[src/rtl/uart_tx_serializer.sv]
// uart_tx_serializer: tick-paced UART transmitter, LSB first, valid/ready byte input.
// Ports: clk, clr (async high), baud_tick, tx_data/tx_valid/tx_ready, tx, busy.
// Optional parity bit: define UART_TX_PARITY_EN (sense from PARITY_ODD).
module uart_tx_serializer #(
    parameter int DATA_BITS  = 8,
    parameter int STOP_BITS  = 1,
    parameter int PARITY_ODD = 0
) (
    input  logic                 clk,
    input  logic                 clr,
    input  logic                 baud_tick,
    input  logic [DATA_BITS-1:0] tx_data,
    input  logic                 tx_valid,
    output logic                 tx_ready,
    output logic                 tx,
    output logic                 busy
);

    localparam int CW = 4;

    localparam logic [2:0] IDLE   = 3'd0;
    localparam logic [2:0] SYNC   = 3'd1;
    localparam logic [2:0] START  = 3'd2;
    localparam logic [2:0] DATA   = 3'd3;
`ifdef UART_TX_PARITY_EN
    localparam logic [2:0] PARITY = 3'd4;
`endif
    localparam logic [2:0] STOP   = 3'd5;

    localparam logic [CW-1:0] DATA_LAST = CW'(DATA_BITS - 1);
    localparam logic [CW-1:0] STOP_LAST = CW'(STOP_BITS - 1);

    logic [2:0]           state;
    logic [DATA_BITS-1:0] shift_q;
    logic [CW-1:0]        cnt_q;
`ifdef UART_TX_PARITY_EN
    logic                 par_q;
`endif

    assign tx_ready = (state == IDLE);
    assign busy     = !tx_ready;

    always_ff @(posedge clk or posedge clr) begin
        if (clr) begin
            state   <= IDLE;
            tx      <= 1'b1;
            shift_q <= '0;
            cnt_q   <= '0;
`ifdef UART_TX_PARITY_EN
            par_q   <= 1'b0;
`endif
        end else begin
            unique case (state)
                IDLE: begin
                    tx <= 1'b1;
                    // A tick in the accept cycle is deliberately ignored;
                    // SYNC aligns the start bit to a full tick period.
                    if (tx_valid) begin
                        shift_q <= tx_data;
                        cnt_q   <= '0;
`ifdef UART_TX_PARITY_EN
                        par_q   <= (^tx_data) ^ 1'(PARITY_ODD);
`endif
                        state   <= SYNC;
                    end
                end
                SYNC: begin
                    if (baud_tick) begin
                        tx    <= 1'b0;
                        state <= START;
                    end
                end
                START: begin
                    if (baud_tick) begin
                        tx      <= shift_q[0];
                        shift_q <= shift_q >> 1;
                        cnt_q   <= '0;
                        state   <= DATA;
                    end
                end
                DATA: begin
                    if (baud_tick) begin
                        if (cnt_q == DATA_LAST) begin
`ifdef UART_TX_PARITY_EN
                            tx    <= par_q;
                            state <= PARITY;
`else
                            tx    <= 1'b1;
                            cnt_q <= '0;
                            state <= STOP;
`endif
                        end else begin
                            tx      <= shift_q[0];
                            shift_q <= shift_q >> 1;
                            cnt_q   <= cnt_q + 1'b1;
                        end
                    end
                end
`ifdef UART_TX_PARITY_EN
                PARITY: begin
                    if (baud_tick) begin
                        tx    <= 1'b1;
                        cnt_q <= '0;
                        state <= STOP;
                    end
                end
`endif
                STOP: begin
                    if (baud_tick) begin
                        if (cnt_q == STOP_LAST) begin
                            state <= IDLE;
                        end else begin
                            cnt_q <= cnt_q + 1'b1;
                        end
                    end
                end
                default: begin
                    tx    <= 1'b1;
                    state <= IDLE;
                end
            endcase
        end
    end

endmodule

[config.mk]
export PLATFORM = sky130hd
export DESIGN_NAME = uart_tx_serializer
export DESIGN_NICKNAME = d
export VERILOG_FILES = /design/src/rtl/uart_tx_serializer.sv
export SDC_FILE = /design/constraint.sdc
export NUM_CORES = 1
export LEC_CHECK = 0
export CELL_PAD_IN_SITES_DETAIL_PLACEMENT = 1
export CELL_PAD_IN_SITES_GLOBAL_PLACEMENT = 1
export CORE_MARGIN = 5
export CORE_UTILIZATION = 33
export CTS_CLUSTER_DIAMETER = 150
export DETAILED_ROUTE_END_ITERATION = 16
export PLACE_DENSITY_LB_ADDON = 0.1
export SETUP_SLACK_MARGIN = 0.4
export SYNTH_ARGS = -nofsm -noshare
export SYNTH_HDL_FRONTEND = slang
export SYNTH_SLANG_ARGS = --single-unit
[constraint.sdc]
create_clock -name clk -period 2.5 [get_ports clk]
set_clock_uncertainty 0.05 [all_clocks]
set_input_delay 0.625 -clock clk [delete_from_list [all_inputs] [get_ports clk]]
set_output_delay 0.625 -clock clk [all_outputs]
set_load 0.005 [all_outputs]
==> impl_metrics.yaml <==
timing:
  tightest_slew_ns: 0.629
  period_share_pct: 80.6
  finalMaxSlewViolations: 0
  final-setup-viol-count: 0
  grt_setup_unrepaired: "no"
  hold_viol: 0
  fin_ws_ns: 0.485
  fin_setup_tns_ns: 0
  fmax_ghz: 0.496
  fin_crit_ns: 2.01
  slew-limit-headroom_pct: 58.0
grt:
  grt-ovfl-total: 0
  grt.total_usage_pct: 10.8
  grt_pass1_wl_um: 3510
  grt_pass1_vias: 753
  antenna_found_initial: 0
  grt_max_degree: 22
clock_tree:
  htreeDepth: 1
  cts_buffers: 3
  clockRootBuffer: "clkbuf_4"
  clockBufferDepth: 2
  cts_sinks: 16
  cts_tree: "done"
  clk_latency_ns: 0.29
  clkTransAtPathRegs_ns: 0.09
place:
  gp_congestion: 0.696
  placedCellCount: 133
  io_buffers: 14
  dp_worst_setup_slack_ns: 0.0717
  dp_hpwl_um: 1620
die:
  io_pins: 15
  core_sq_um: 2780
  die_area_sq_um: 4100
  num_rows: 19
  die_height_um: 64.1
  die_x_um: 64.1
  initial_core_util_pct: 34.7
detailed_routing:
  wl_per_cell_um: 15.5
  wl_um: 2140
  wl_met1_um: 1020
  postRouteAntennaNets: 0
  vias: 708
  drt-pass1-iter-count: 2
  dr_wl_met2_um: 1060
  route.met3.wl_um: 37
  vias_per_cell: 5.13
  highest_layer: "met4"
  drc_errors: 0
  drt_iter0_drc: 14
synthesis:
  synth_fp_nets: 104
  avgSynthCellArea_sq_um: 10.7
  netlist_area_sq_um: 965
  ys_seq_area_share_pct: 41.6
  syn_inst: 90
  ys_ff_latch: 16
  ys_types: 33
  ys.warnings.count: 0
worst_setup_path:
  end_kind: "flop"
  worstPathMaxFanout: 8
  path_class: "input port to flop"
  r2r-end: "shift_q[6]$_DFFE_PP0P_"
  rrSetupSlack_ns: 0.50
  r2r_start: "state[1]$_DFFE_PP0P_"
  cp.required_ns: 2.62
  rr_worst_depth: 5
  startpoint_type: "input port"
  arrival_ns: 2.13
job:
  cap_violations: 0
worst_hold_path:
  holdPathEnd: "shift_q[7]$_DFFE_PP0P_"
  min_path_cells: 1
  hold_path_startpoint: "shift_q[7]$_DFFE_PP0P_"
  hold_class: "flop to flop"
power_and_ir_drop:
  p_switching_mw: 0.273
  power.density_nw_per_um2: 723
  p_leak_nw: 0.550
  vdd.ir_drop.worst_uv: 386
  p_sw_share_pct: 32.0
  p_int_mw: 0.582
  total_power_mw: 0.855
  pwr-share-comb_pct: 37.8
  seq_power_share_pct: 45.4
  p_clk_share_pct: 16.8
final_layout:
  finalNonFillerCells: 138
  antenna_cells: 0
  syn_to_final_growth_pct: 22.6
  drive_gt1_share_pct: 28.0
  layout.nets: 122
  final_util_pct: 42.5
run_status:
  status: "complete, no violations"
## timing repair
item,CTS,global route
gates resized for setup,4,1
setup endpoints to repair,6,1
cloned,0,0
setup buffers,1,0
hold buffers,0,0
pin swaps,0,0
## critical path: stages
cell and delay, ns:
clkdlybuf4s50_1 0.47, or4b_4 0.48, o21a_2 0.23, mux2_4 0.32
## metrics by stage
step / hold WS [ns] / instance area [sq um]
detailed placement: 0.425 / 1140
global placement: 0.416 / 1140
floorplan: 0.394 / 965
finish: 0.441 / 1180
global route: 0.479 / 1180
CTS: 0.447 / 1180
## cells in the mapped netlist
master / instances / share of area (%)
clkbuf_1: 4 / 1.6
o21ai_0: 1 / 0.52
a31oi_1: 1 / 0.65
nand2_1: 1 / 0.39
nor2_1: 7 / 2.7
or4b_4: 1 / 1.4
or3_1: 1 / 0.65
buf_6: 1 / 1.2
nor2b_1: 1 / 0.65
nand3_1: 2 / 1.0
buf_2: 1 / 0.52
mux2_2: 8 / 9.3
a21oi_1: 5 / 2.6
dfstp_2: 1 / 2.7
dfrtp_1: 15 / 39
nor3b_1: 4 / 3.1
and3b_1: 1 / 0.91
inv_1: 5 / 1.9
o211a_2: 1 / 1.0
nand3b_1: 2 / 1.6
nand4b_1: 2 / 1.8
ha_1: 2 / 2.6
nor3_1: 1 / 0.52
nand2b_1: 3 / 1.9
a21o_1: 1 / 0.78
a221o_1: 1 / 1.0
o22ai_1: 1 / 0.65
mux2_4: 7 / 11
xor2_1: 1 / 0.91
a22o_1: 1 / 0.91
inv_2: 1 / 0.39
o21ai_1: 2 / 1.0
o21a_1: 4 / 3.1
## cells in the final DEF, fill, tap and decap left out, types with 4 or more instances in the layout
cell type / count
a21oi_1: 5
buf_4: 5
clkdlybuf4s50_1: 12
dfrtp_1: 15
inv_1: 5
mux2_2: 8
mux2_4: 7
nor2_1: 6
nor3b_1: 4
## cell families after synthesis
kind of cell | synth area share, %
AND/OR/NAND/NOR | 16.7
AO/OA/AOI/OAI | 12.3
flip-flops | 41.6
multiplexers | 20.2
buffers and inverters | 5.58
adder cells (fa/ha/maj) | 2.59
XOR/XNOR | 0.908
## power by group through the flow
| stage | registers (mW) | logic (mW) | clock network (mW) |
|---|---|---|---|
| 3_3_place_gp | 0.388 | 0.314 | 0 |
| 3_5_place_dp | 0.392 | 0.323 | 0 |
| 5_1_grt | 0.396 | 0.362 | 0.163 |
| 6_report | 0.388 | 0.324 | 0.144 |
| 2_1_floorplan | 0.377 | 0.244 | 0 |
| 4_1_cts | 0.388 | 0.327 | 0.157 |
## registers in the layout, summed over array words and instances (netlist names)
register,count
state,3
shift_q,8
tx,1
cnt_q,4
## how the worst max path moves through the flow
| stage | start | to | slack, ns | cells past startpoint |
|---|---|---|---|---|
| floorplan | state[1]$_DFFE_PP0P_ | tx_ready | 0.60 | 4 |
| global placement | tx_valid | shift_q[6]$_DFFE_PP0P_ | 0.1 | 4 |
| detailed placement | tx_valid | shift_q[6]$_DFFE_PP0P_ | 0.07 | 4 |
| CTS | state[1]$_DFFE_PP0P_ | tx_ready | 0.48 | 3 |
| global route | state[1]$_DFFE_PP0P_ | tx_ready | 0.43 | 3 |
| finish | tx_valid | shift_q[6]$_DFFE_PP0P_ | 0.49 | 4 |
## per-layer routing
layer  GRT usage [%]  vias up
li1                -      351
met1            13.8      349
met2            17.6        6
met3            3.85        2
met4            2.34        0
met5               0        -
## layout make-up
cell class              instances  area, sq um
repair buffers                 19          175
multi-input cells              62          518
well taps                      31         38.8
flip-flops and latches         16          402
fillers                       309         1600
clock buffers                   4         26.3
inverters                       6         22.5
Note: power is estimated with default switching activity, not from simulation.
